**src/rtl/relay_pkg.sv**
```systemverilog
// Shared types and constants for the 4PDT relay model.
package relay_pkg;

    typedef enum logic [1:0] {
        RELEASED = 2'd0,
        PULLING  = 2'd1,
        ENGAGED  = 2'd2,
        DROPPING = 2'd3
    } relay_state_e;

    localparam int RELAY_POLES    = 4;
    localparam int DEF_ACT_CYCLES = 3;
    localparam int DEF_REL_CYCLES = 2;

endpackage

```
**src/rtl/relay_4pdt_timer.sv**
```systemverilog
// 8-bit loadable down counter timing armature travel.
module relay_timer (
    input  logic       clk,
    input  logic       rst_n,
    input  logic       load,
    input  logic [7:0] load_val,
    input  logic       dec,
    output logic [7:0] value,
    output logic       zero
);

    always_ff @(posedge clk or negedge rst_n) begin
        if (!rst_n) begin
            value <= 8'd0;
        end else if (load) begin
            value <= load_val;
        end else if (dec) begin
            value <= value - 8'd1;
        end
    end

    assign zero = (value == 8'd0);

endmodule

```
**src/rtl/relay_4pdt.sv**
```systemverilog
// Four-pole double-throw relay with break-before-make transit states.
// Optional engage counter enabled by RELAY_CONTACT_COUNT_EN.
module relay_4pdt
    import relay_pkg::*;
#(
    parameter int ACT_CYCLES = DEF_ACT_CYCLES,
    parameter int REL_CYCLES = DEF_REL_CYCLES
) (
    input  logic        clk,
    input  logic        rst_n,
    input  logic        control,
    input  logic        in_0,
    input  logic        in_1,
    input  logic        in_2,
    input  logic        in_3,
    output logic        out_hi_0,
    output logic        out_hi_1,
    output logic        out_hi_2,
    output logic        out_hi_3,
    output logic        out_lo_0,
    output logic        out_lo_1,
    output logic        out_lo_2,
    output logic        out_lo_3,
    output logic        engaged,
    output logic        busy
`ifdef RELAY_CONTACT_COUNT_EN
    ,
    output logic [15:0] engage_count
`endif
);

    localparam logic [7:0] ACT_LD = 8'(ACT_CYCLES - 1);
    localparam logic [7:0] REL_LD = 8'(REL_CYCLES - 1);

    relay_state_e state_q, state_d;

    logic       tmr_load;
    logic [7:0] tmr_load_val;
    logic       tmr_dec;
    logic [7:0] tmr_value;
    logic       tmr_zero;
    logic       tmr_more;

    relay_timer u_timer (
        .clk      (clk),
        .rst_n    (rst_n),
        .load     (tmr_load),
        .load_val (tmr_load_val),
        .dec      (tmr_dec),
        .value    (tmr_value),
        .zero     (tmr_zero)
    );

    assign tmr_more = |tmr_value;

    always_ff @(posedge clk or negedge rst_n) begin
        if (!rst_n) begin
            state_q <= RELEASED;
        end else begin
            state_q <= state_d;
        end
    end

    always_comb begin
        state_d      = state_q;
        tmr_load     = 1'b0;
        tmr_load_val = 8'd0;
        tmr_dec      = 1'b0;
        unique case (state_q)
            RELEASED: begin
                if (control) begin
                    state_d      = PULLING;
                    tmr_load     = 1'b1;
                    tmr_load_val = ACT_LD;
                end
            end
            PULLING: begin
                if (!control) begin
                    state_d      = DROPPING;
                    tmr_load     = 1'b1;
                    tmr_load_val = REL_LD;
                end else if (tmr_zero) begin
                    state_d = ENGAGED;
                end else begin
                    tmr_dec = tmr_more;
                end
            end
            ENGAGED: begin
                if (!control) begin
                    state_d      = DROPPING;
                    tmr_load     = 1'b1;
                    tmr_load_val = REL_LD;
                end
            end
            DROPPING: begin
                if (control) begin
                    state_d      = PULLING;
                    tmr_load     = 1'b1;
                    tmr_load_val = ACT_LD;
                end else if (tmr_zero) begin
                    state_d = RELEASED;
                end else begin
                    tmr_dec = tmr_more;
                end
            end
            default: state_d = RELEASED;
        endcase
    end

    // Contact matrix: open throws are driven low, both open in transit.
    logic [RELAY_POLES-1:0] in_v;
    logic [RELAY_POLES-1:0] hi_v;
    logic [RELAY_POLES-1:0] lo_v;

    assign in_v = {in_3, in_2, in_1, in_0};

    always_comb begin
        hi_v = '0;
        lo_v = '0;
        unique case (state_q)
            RELEASED: lo_v = in_v;
            ENGAGED:  hi_v = in_v;
            default: ;
        endcase
    end

    assign {out_hi_3, out_hi_2, out_hi_1, out_hi_0} = hi_v;
    assign {out_lo_3, out_lo_2, out_lo_1, out_lo_0} = lo_v;

    assign engaged = (state_q == ENGAGED);
    assign busy    = (state_q == PULLING) || (state_q == DROPPING);

`ifdef RELAY_CONTACT_COUNT_EN
    logic [15:0] count_q;

    always_ff @(posedge clk or negedge rst_n) begin
        if (!rst_n) begin
            count_q <= 16'd0;
        end else if (state_q == PULLING && state_d == ENGAGED
                     && count_q != 16'hFFFF) begin
            count_q <= count_q + 16'd1;
        end
    end

    assign engage_count = count_q;
`endif

endmodule

```
**config.mk**
```make
export PLATFORM = sky130hd
export DESIGN_NAME = relay_4pdt
export DESIGN_NICKNAME = d
export VERILOG_FILES = /design/src/rtl/relay_pkg.sv /design/src/rtl/relay_4pdt_timer.sv /design/src/rtl/relay_4pdt.sv
export SDC_FILE = /design/constraint.sdc
export NUM_CORES = 1
export LEC_CHECK = 0
export ABC_AREA = 1
export CORE_MARGIN = 10
export CORE_UTILIZATION = 44
export DETAILED_ROUTE_END_ITERATION = 6
export PLACE_DENSITY = 0.73
export REMOVE_ABC_BUFFERS = 1
export SLEW_MARGIN = 0
export SYNTH_ARGS = -nofsm -noshare
export SYNTH_HDL_FRONTEND = slang
export SYNTH_SLANG_ARGS = --single-unit
```
**constraint.sdc**
```tcl
create_clock -name clk -period 1.45 [get_ports clk]
set_input_delay 0.3625 -clock clk [delete_from_list [all_inputs] [get_ports clk]]
set_output_delay 0.3625 -clock clk [all_outputs]
set_load 0.005 [all_outputs]
```
==> results of run 1 <==
## what timing repair did
action | 4_1_cts | 5_1_grt
setup endpoints to repair | 20 | 20
setup buffers | 7 | 1
pin swaps | 11 | 17
resized for setup | 88 | 30
## critical path, cell delays in order (launching register included)
cell     delay, ns
dfrtp_2       0.45
buf_6         0.13
ha_4          0.15
buf_6         0.13
nand2_4       0.05
inv_2         0.04
buf_6         0.10
## per-stage QoR
stage / hold WS (ns) / worst slack [ns] / util / setup TNS [ns]
after floorplan: 0.0669 / -0.122 / - / -0.822
after global placement: 0.498 / -0.364 / 0.631 / -5.84
after detailed placement: 0.503 / -0.390 / 0.631 / -6.30
after CTS: 0.392 / -0.204 / 0.761 / -1.90
after global routing: 0.405 / -0.274 / 0.818 / -3.40
final: 0.388 / -0.230 / 0.818 / -2.30
## logic make-up after synthesis
logic type	share of synthesized area
and+or+nand+nor	0.309
buffers and inverters	0.116
AOI/OAI and AO/OA	0.0862
DFF	0.313
adders and majority gates	0.141
xor gates and xnor gates	0.0219
muxes	0.0125
## cell usage after synthesis
master	count	area (um2)
nand4_1	5	31.3
nor2_1	7	26.3
a21o_1	1	7.51
nand3_1	6	30.0
o21ai_0	3	15.0
nor2_2	1	6.26
ha_1	9	113
o21bai_1	1	7.51
nand2_2	1	6.26
clkinv_2	1	5.00
a21oi_1	1	5.00
inv_1	22	82.6
nor2_4	1	11.3
o21ai_2	1	8.76
dfrtp_1	10	250
o21ai_1	5	25.0
mux2i_1	1	10.0
nand2_1	36	135
buf_2	1	5.00
xor2_1	2	17.5
## per-layer routing
layer  GRT usage  vias up
met3      0.0394        2
met5           0        -
met2       0.228       22
met4     0.00838        0
met1       0.128      414
li1            -      443
## path summary, 6_finish.rpt
check                                              from  cells after the start                            to
hold reg to reg            u_timer.value[6]$_DFFE_PN0P_                      2  u_timer.value[6]$_DFFE_PN0P_
hold / removal                                    rst_n                      2  u_timer.value[2]$_DFFE_PN0P_
min in group clk           u_timer.value[6]$_DFFE_PN0P_                      2  u_timer.value[6]$_DFFE_PN0P_
setup reg to reg                 state_q[1]$_DFFE_PN0P_                      7  u_timer.value[0]$_DFFE_PN0P_
setup / recovery                 state_q[1]$_DFFE_PN0P_                      6                      out_hi_1
max in group asynchronous                         rst_n                      2        state_q[1]$_DFFE_PN0P_
## final cells by class
type / instances / area [um2]
Sequential cell: 10 / 251
Tap cell: 25 / 31.3
Multi-Input combinational cell: 81 / 641
Clock buffer: 4 / 36.3
Fill cell: 98 / 314
Inverter: 23 / 98.8
Timing Repair Buffer: 38 / 354
## registers in the layout, summed over array words and instances (netlist names)
register,flops
u_timer.value,8
state_q,2
## power breakdown
group	total, uW	switching, uW	internal, uW
logic	2950	1550	1400
registers	556	148	409
clock network	246	93.3	152
==> metrics.md, run 1 <==
| Metric | Value |
|---|---|
| Pins over their slew limit | `0` |
| Clock Latency Late Sink | `0.26 ns` |
| CTS tree | `built` |
| RD Place Congestion | `0.830` |
| Clock Sinks | `10` |
| Total power | `3760 uW` |
| CTS H-tree lvls | `1` |
| Max_slew headroom | `0.840` |
| Max layer used | `met4` |
| Slack of the critical path | `-0.230 ns` |
| VDD IR-drop max | `1.69 mV` |
| Area after DPL | `~1100 um2` |
| Layout area overhead | `77.0%` |
| HPWL after DPL | `1490 um` |
| Max-cap violations | `0` |
| DRC | `0` |
| Unique masters post-synth | `20` |
| Routed WL per cell | `13.6 um` |
| Largest net degree at the start of global routing | `11` |
| Post-DRT Antenna Nets | `0` |
| First-pass GRT wire length | `3900 um` |
| Setup violations, final | `20` |
| Initial antenna violation count | `0` |
| Worst-Margin Slew | `0.241 ns` |
| I/O Buffers | `16` |
| Number of global-route vias before repair | `approximately 870` |
| Starting Density | `0.462` |
| Wire length on met2 | `1310 um` |
| Ant diodes | `0` |
| Final Critical Period | `1.68 ns` |
| Period utilisation layout | `1.16` |
| Die Y-Extent | `62.6 um` |
| Met1 WL | `1020 um` |
| Reg2reg setup slack | `-0.09 ns` |
| PD cells | `~2700 nW/um2` |
| Post-route cell area | `roughly 1400 um2` |
| Mapped Avg Cell Area | `~7 um2` |
| Vias/cell | `just under 5` |
| Core area | `1730 um2` |
| Routed wire length | `2450 um` |
| Pleak | `around 0.00076 uW` |
| Synth Register Bits | `10` |
| Total grt overflow | `0` |
| Crit. End Element | `primary output` |
| Commonest non-fill, non-tap cell in the layout | `nand2_1` |
| Worst Clk Skew | `0.00637 ns` |
| Failing checks | `setup timing` |
| Crit path kind | `reg -> out` |
| DIE AREA | `3920 um2` |
| GRT Total Usage | `0.120` |
| Status | `finished, violations left` |
| Inst Count DP | `169` |
| Fmax | `around 600 MHz` |
| Synth Cell Area | `798 um2` |
| Sequential area share after synthesis | `0.313` |
| I/O Pins | `17` |
| Worst-path maximum fanout | `3` |
| Req. time, crit path | `1.09 ns` |
| Vias | `881` |
| Iter 0 DRT Violations | `20` |
| Share of cells above drive strength 1 | `0.526` |
| NumNets Final | `~170` |
| Die width | `62.6 um` |
| CP Data Arrival Time | `1.32 ns` |
| Worst setup SP type | `flop` |
| Non-Filler Instances | `~180` |
| Most frequent cells in the layout | `nand2_1 (18), buf_6 (17), nand2_2 (13), buf_4 (11)` |
| RSZ-0062 raised after global routing | `true` |
| Maximum clock path buffer count | `2` |
| Hold_buf cts | `0` |
| Ys Warns | `0` |
| Clock-pin slew of the registers on the worst-case setup and hold paths | `0.07 ns` |
| Final hold vios | `0` |
| DRT Pass-1 Iters | `4` |
| Clk root buf | `clkbuf_4` |
| Hold Path Class | `in -> async` |
| Row count | `15` |
| Met3 WL | `between 100 and 150 um` |
| Cts bufs inserted | `3` |
| Post-Synthesis Cells | `about 120` |
(Power assumes the default switching activity.)
==> run 2, diff against run 1 <==
--- a/config.mk
+++ b/config.mk
@@ -15,3 +15,4 @@
 export SYNTH_ARGS = -nofsm -noshare
 export SYNTH_HDL_FRONTEND = slang
 export SYNTH_SLANG_ARGS = --single-unit
+export TNS_END_PERCENT = 10
==> metrics.md, run 2 (synthesis gave the netlist of run 1 again) <==
| Metric | Value |
|---|---|
| Clk root buf | `clkbuf_4` |
| Core area | `1730 um2 (unchanged)` |
| Worst-Margin Slew | `0.205 ns (-0.0354 ns)` |
| Period utilisation layout | `1.16 (about the same)` |
| RD Place Congestion | `0.830 (unchanged)` |
| Critical Path, Cell by Cell | `buf_6 -> ha_4 -> buf_6 -> nand2_2 -> inv_2 -> buf_6` |
| Largest regs | `u_timer.value: 8 flops, state_q: 2 flops` |
| Worst setup SP type | `flop` |
| GRT Total Usage | `0.102 (-0.0174)` |
| Clock-pin slew of the registers on the worst-case setup and hold paths | `0.07 ns (about the same)` |
| Maximum clock path buffer count | `2 (unchanged)` |
| PD cells | `2440 nW/um2 (-8.3%)` |
| DRC | `0 (unchanged)` |
| Status | `finished, violations left` |
| Final Critical Period | `1.68 ns (-0.000856 ns)` |
| Pins over their slew limit | `0 (unchanged)` |
| Starting Density | `0.462 (unchanged)` |
| I/O Pins | `17 (unchanged)` |
| Final hold vios | `0 (unchanged)` |
| Routed wire length | `2080 um (-15%)` |
| I/O Buffers | `16 (unchanged)` |
| Max-cap violations | `0 (unchanged)` |
| Largest net degree at the start of global routing | `11 (unchanged)` |
| Setup violations, final | `20 (unchanged)` |
| Failing checks | `setup timing` |
| Post-Place Setup Slack | `-0.390 ns (unchanged)` |
| First-pass GRT wire length | `3390 um (-13%)` |
| Clock Latency Late Sink | `0.27 ns (about the same)` |
| Ant diodes | `0 (unchanged)` |
| Post-DRT Antenna Nets | `0 (unchanged)` |
| Cts bufs inserted | `3 (unchanged)` |
| Crit path depth | `6 (unchanged)` |
| Most used cell, CP | `buf_6` |
| Max FFs per register | `8 (unchanged)` |
| NumNets Final | `170 (-1.7%)` |
| Most frequent cells in the layout | `nand2_1 (31), inv_1 (16), buf_4 (13), buf_6 (10), dfrtp_1 (10)` |
| Final TNS setup | `-2.54 ns (-0.236 ns)` |
| CP Data Arrival Time | `1.32 ns (about the same)` |
| Worst setup path startpoint | `state_q[1]$_DFFE_PN0P_` |
| Worst Clk Skew | `0.00837 ns (+0.00200 ns)` |
| Reg-to-Reg End | `u_timer.value[0]$_DFFE_PN0P_` |
| Crit path buf inv count | `4 (unchanged)` |
| Vias/cell | `4.69 (-3.7%)` |
| # fillers | `124 (+27%)` |
| Pleak | `0.000697 uW (-7.9%)` |
| Routed WL per cell | `11.7 um (-14%)` |
| Commonest non-fill, non-tap cell in the layout | `nand2_1` |
| Critical Path Sink | `out_hi_0` |
| Row count | `15 (unchanged)` |
| Crit path kind | `reg -> out` |
| HPWL after DPL | `1490 um (unchanged)` |
| Worst-path maximum fanout | `4 (+1)` |
| Max_slew headroom | `0.863 (+0.0236)` |
| R2r startpoint | `state_q[1]$_DFFE_PN0P_` |
| DRT Pass-1 Iters | `4 (unchanged)` |
| Initial antenna violation count | `0 (unchanged)` |
| Max incr delay on CP | `0.43 ns (-0.02 ns)` |
| Clock Sinks | `10 (unchanged)` |
| RSZ-0062 raised after global routing | `true` |
| CP max stage cell | `dfrtp_1` |
| Die width | `62.6 um (unchanged)` |
| Req. time, crit path | `1.09 ns (about the same)` |
| Slack of the critical path | `-0.229 ns (+0.000856 ns)` |
| CTS tree | `built` |
| Top reg by flops | `u_timer.value` |
| Reg2reg setup slack | `-0.12 ns (-0.03 ns)` |
| Crit. End Element | `primary output` |
| Fin util | `0.734 (-0.0841)` |
| Die Y-Extent | `62.6 um (unchanged)` |
| Worst hold-check slack | `0.383 ns (-0.00551 ns)` |
| Critical path's top delay family | `flip-flops` |
| VDD IR-drop max | `1.59 mV (-5.8%)` |
| Total grt overflow | `0 (unchanged)` |
| Share of cells above drive strength 1 | `0.366 (-0.160)` |
| Number of global-route vias before repair | `806 (-7.8%)` |
| DIE AREA | `3920 um2 (unchanged)` |
| FF-to-FF path depth | `10 (+3)` |
| Layout area overhead | `58.8%` |
| Vias | `834 (-5.3%)` |
| CTS H-tree lvls | `1 (unchanged)` |
| Hold Path Class | `in -> async` |
| Iter 0 DRT Violations | `12 (-40%)` |
| Fmax | `596 MHz (about the same)` |
-- run 2: repair_timing --
action,in CTS,in global routing
resized for setup,59,13
hold buffers,0,0
setup buffers,5,0
pin swaps,3,2
endpoints found under the setup margin,20,20
hold endpoints to repair,0,0
-- run 2: worst min path at each step --
stage                                            start  slack (ns)                            to
after floorplan                                  rst_n        0.07        state_q[0]$_DFFE_PN0P_
after global placement    u_timer.value[7]$_DFFE_PN0P_        0.50  u_timer.value[7]$_DFFE_PN0P_
after detailed placement  u_timer.value[7]$_DFFE_PN0P_        0.50  u_timer.value[7]$_DFFE_PN0P_
after CTS                                        rst_n        0.39        state_q[1]$_DFFE_PN0P_
after global routing                             rst_n        0.42        state_q[1]$_DFFE_PN0P_
final                                            rst_n        0.38        state_q[0]$_DFFE_PN0P_
-- run 2: where the power goes --
| group | internal (uW) | total [uW] | switching, uW | leakage, uW |
|---|---|---|---|---|
| Sequential | 406 | 531 | 125 | 0.000131 |
| Combinational | 1080 | 2310 | 1230 | 0.000545 |
| Clock | 152 | 250 | 98.0 | 0.0000210 |
-- run 2: worst reg2reg max path, cell delays in order, from the launching register on --
cell and delay, ns:
dfrtp_1 0.42, inv_2 0.07, buf_6 0.12, ha_4 0.15, buf_4 0.13, nand2_2 0.08
o21ai_4 0.07, o21ai_2 0.08, nand2_2 0.12, buf_4 0.16, o21ai_2 0.10
-- run 2: per-stage QoR --
stage	instances	area [um2]	total power, uW
5_1_grt	178	1270	3390
4_1_cts	178	1220	2950
6_report	178	1270	3090
3_5_place_dp	169	1090	2370
3_3_place_gp	169	1090	2320
2_1_floorplan	114	793	1660
-- run 2: layout make-up --
type | instances | area (um2) | area share
Multi-Input combinational cell | 81 | 554 | 0.437
Timing Repair Buffer | 35 | 304 | 0.240
Sequential cell | 10 | 250 | 0.197
Inverter | 23 | 91.3 | 0.0721
Clock buffer | 4 | 36.3 | 0.0286
Tap cell | 25 | 31.3 | 0.0247
-- run 2: routing by layer --
layer,vias to the layer above,share of wire,GRT usage
li1,437,-,-
met5,-,0,0
met3,2,0.051,0.0394
met4,0,0.0048,0.0140
met2,18,0.47,0.176
met1,377,0.47,0.119
==> run 3, diff against run 2 <==
--- a/config.mk
+++ b/config.mk
@@ -6,7 +6,7 @@
 export NUM_CORES = 1
 export LEC_CHECK = 0
 export ABC_AREA = 1
-export CORE_MARGIN = 10
+export CORE_MARGIN = 2
 export CORE_UTILIZATION = 44
 export DETAILED_ROUTE_END_ITERATION = 6
 export PLACE_DENSITY = 0.73
==> metrics.md, run 3 (synthesis gave the netlist of run 1 again) <==
| Metric | Value |
|---|---|
| Slack of the critical path | `-0.203 ns (+0.0261 ns)` |
| Die Y-Extent | `46.6 um (-26%)` |
| GRT Total Usage | `0.208 (+0.106)` |
| Routed WL per cell | `10.2 um (-13%)` |
| CTS tree | `built` |
| Largest regs | `u_timer.value: 8 flops, state_q: 2 flops` |
| DRT Pass-1 Iters | `4 (unchanged)` |
| First-pass GRT wire length | `3170 um (-6.5%)` |
| Cts bufs inserted | `3 (unchanged)` |
| Commonest non-fill, non-tap cell in the layout | `nand2_1` |
| PD cells | `2430 nW/um2 (-0.38%)` |
| Area of the multi-input gates | `522 um2 (-5.9%)` |
| Fin util | `0.714 (-0.0198)` |
| Clock Latency Late Sink | `0.27 ns (about the same)` |
| Crit. End Element | `primary output` |
| Non-Filler Instances | `179 (+0.56%)` |
| Initial antenna violation count | `0 (unchanged)` |
| Worst setup SP type | `flop` |
| Max_slew headroom | `0.686 (-0.177)` |
| Status | `finished, violations left` |
| I/O Pins | `17 (unchanged)` |
| Die width | `46.6 um (-26%)` |
| Setup violations, final | `20 (unchanged)` |
| Vias/cell | `4.67 (-0.32%)` |
| Layout area overhead | `52.8%` |
| Final Critical Period | `1.65 ns (-0.0261 ns)` |
| Seq. cell area | `250 um2 (unchanged)` |
| Inst Count DP | `169 (unchanged)` |
| Period utilisation layout | `1.14 (-0.0180)` |
| Row count | `15 (unchanged)` |
| Pleak | `0.000695 uW (-0.35%)` |
| Clock-pin slew of the registers on the worst-case setup and hold paths | `0.07 ns (about the same)` |
| Largest net degree at the start of global routing | `11 (unchanged)` |
| Core area | `1710 um2 (-1.1%)` |
| Worst Clk Skew | `0.00801 ns (-0.000363 ns)` |
| Clock Sinks | `10 (unchanged)` |
| I/O Buffers | `16 (unchanged)` |
| Clk root buf | `clkbuf_4` |
| Max-cap violations | `0 (unchanged)` |
| Pins over their slew limit | `0 (unchanged)` |
| Iter 0 DRT Violations | `8 (-4)` |
| Share of cells above drive strength 1 | `0.357 (-0.00887)` |
| Total grt overflow | `0 (unchanged)` |
| Routed wire length | `1830 um (-12%)` |
| NumNets Final | `171 (+0.59%)` |
| # fillers | `137 (+10%)` |
| Most frequent cells in the layout | `nand2_1 (32), inv_1 (17), buf_4 (14), dfrtp_1 (10)` |
| DIE AREA | `2170 um2 (-45%)` |
| Worst-Margin Slew | `0.469 ns (+0.264 ns)` |
| RD Place Congestion | `0.813 (-2.1%)` |
| Final hold vios | `0 (unchanged)` |
| Fmax | `605 MHz (+1.6%)` |
| Number of global-route vias before repair | `811 (+0.62%)` |
| Worst-path maximum fanout | `4 (unchanged)` |
| Post-DRT Antenna Nets | `0 (unchanged)` |
| Worst hold-check slack | `0.404 ns (+0.0216 ns)` |
| Final TNS setup | `-1.96 ns (+0.579 ns)` |
| CP Data Arrival Time | `1.29 ns (-0.03 ns)` |
| Hold_buf cts | `0 (unchanged)` |
| RSZ-0062 raised after global routing | `true` |
| VDD IR-drop max | `1.68 mV (+5.9%)` |
| Req. time, crit path | `1.09 ns (about the same)` |
| Top reg by flops | `u_timer.value` |
| Crit path kind | `reg -> out` |
| Maximum clock path buffer count | `2 (unchanged)` |
| Failing checks | `setup timing` |
| CTS H-tree lvls | `1 (unchanged)` |
| Starting Density | `0.467 (+0.00508)` |
| HPWL after DPL | `1370 um (-8.0%)` |
| Ant diodes | `0 (unchanged)` |
| DRC | `0 (unchanged)` |
| Max FFs per register | `8 (unchanged)` |
| Hold Path Class | `in -> async` |
| Vias | `836 (+0.24%)` |
run 3: changes by cell type in the layout (fill, tap and decap cells not counted), sizes merged:
cell,before,now
dlygate4sd2,1,0
buf,27,28
clkbuf,5,6
run 3: area by class of cell:
| cell class | instances | area share |
|---|---|---|
| clock buffers | 4 | 0.0297 |
| inverters | 23 | 0.0749 |
| flip-flops and latches | 10 | 0.205 |
| multi-input cells | 81 | 0.428 |
| repair buffers | 36 | 0.237 |
| well taps | 25 | 0.0256 |
run 3: path summary, 6_finish.rpt:
path                       slack, ns                         start  cells after the start                           end
min reg2reg                     0.51  u_timer.value[6]$_DFFE_PN0P_                      2  u_timer.value[6]$_DFFE_PN0P_
max in group asynchronous       0.72                         rst_n                      1        state_q[0]$_DFFE_PN0P_
min                             0.40                         rst_n                      1  u_timer.value[7]$_DFFE_PN0P_
max                            -0.20        state_q[1]$_DFFE_PN0P_                      6                      out_hi_0
max reg2reg                    -0.12        state_q[1]$_DFFE_PN0P_                     10  u_timer.value[0]$_DFFE_PN0P_
min in group clk                0.51  u_timer.value[6]$_DFFE_PN0P_                      2  u_timer.value[6]$_DFFE_PN0P_
run 3: timing repair:
action                     in CTS  in global routing
setup endpoints to repair      20                 20
resized for setup              62                  4
buffers inserted                6                  0
pin swaps                       4                  2
run 3: power by group:
part	leakage [uW]	internal, uW	total (uW)	switching [uW]
registers	0.000131	406	521	115
clock network	0.0000210	153	257	104
logic	0.000542	1030	2180	1160
total	0.000695	1580	2960	1380
run 3: metal layers:
| layer | global-route usage | wire (um) | vias to the layer above |
|---|---|---|---|
| met1 | 0.240 | 803 | 378 |
| met3 | 0.0392 | 96 | 4 |
| met4 | 0.0857 | 25 | 0 |
| met5 | 0 | 0 | - |
| li1 | - | - | 436 |
| met2 | 0.369 | 906 | 18 |
run 3: through the flow:
step / power [uW] / area [um2] / setup slack, ns
global route: 3300 / 1220 / -0.248
floorplan: 1660 / 793 / -0.122
finish: 2960 / 1220 / -0.203
detailed placement: 2400 / 1090 / -0.393
global placement: 2330 / 1090 / -0.362
CTS: 2970 / 1230 / -0.205
run 3: critical path, cell delays in order, from the launching register on:
cell and delay (ns):
dfrtp_1 0.42, buf_6 0.14, ha_4 0.16, buf_6 0.11
nand2_2 0.04, inv_1 0.03, buf_2 0.11
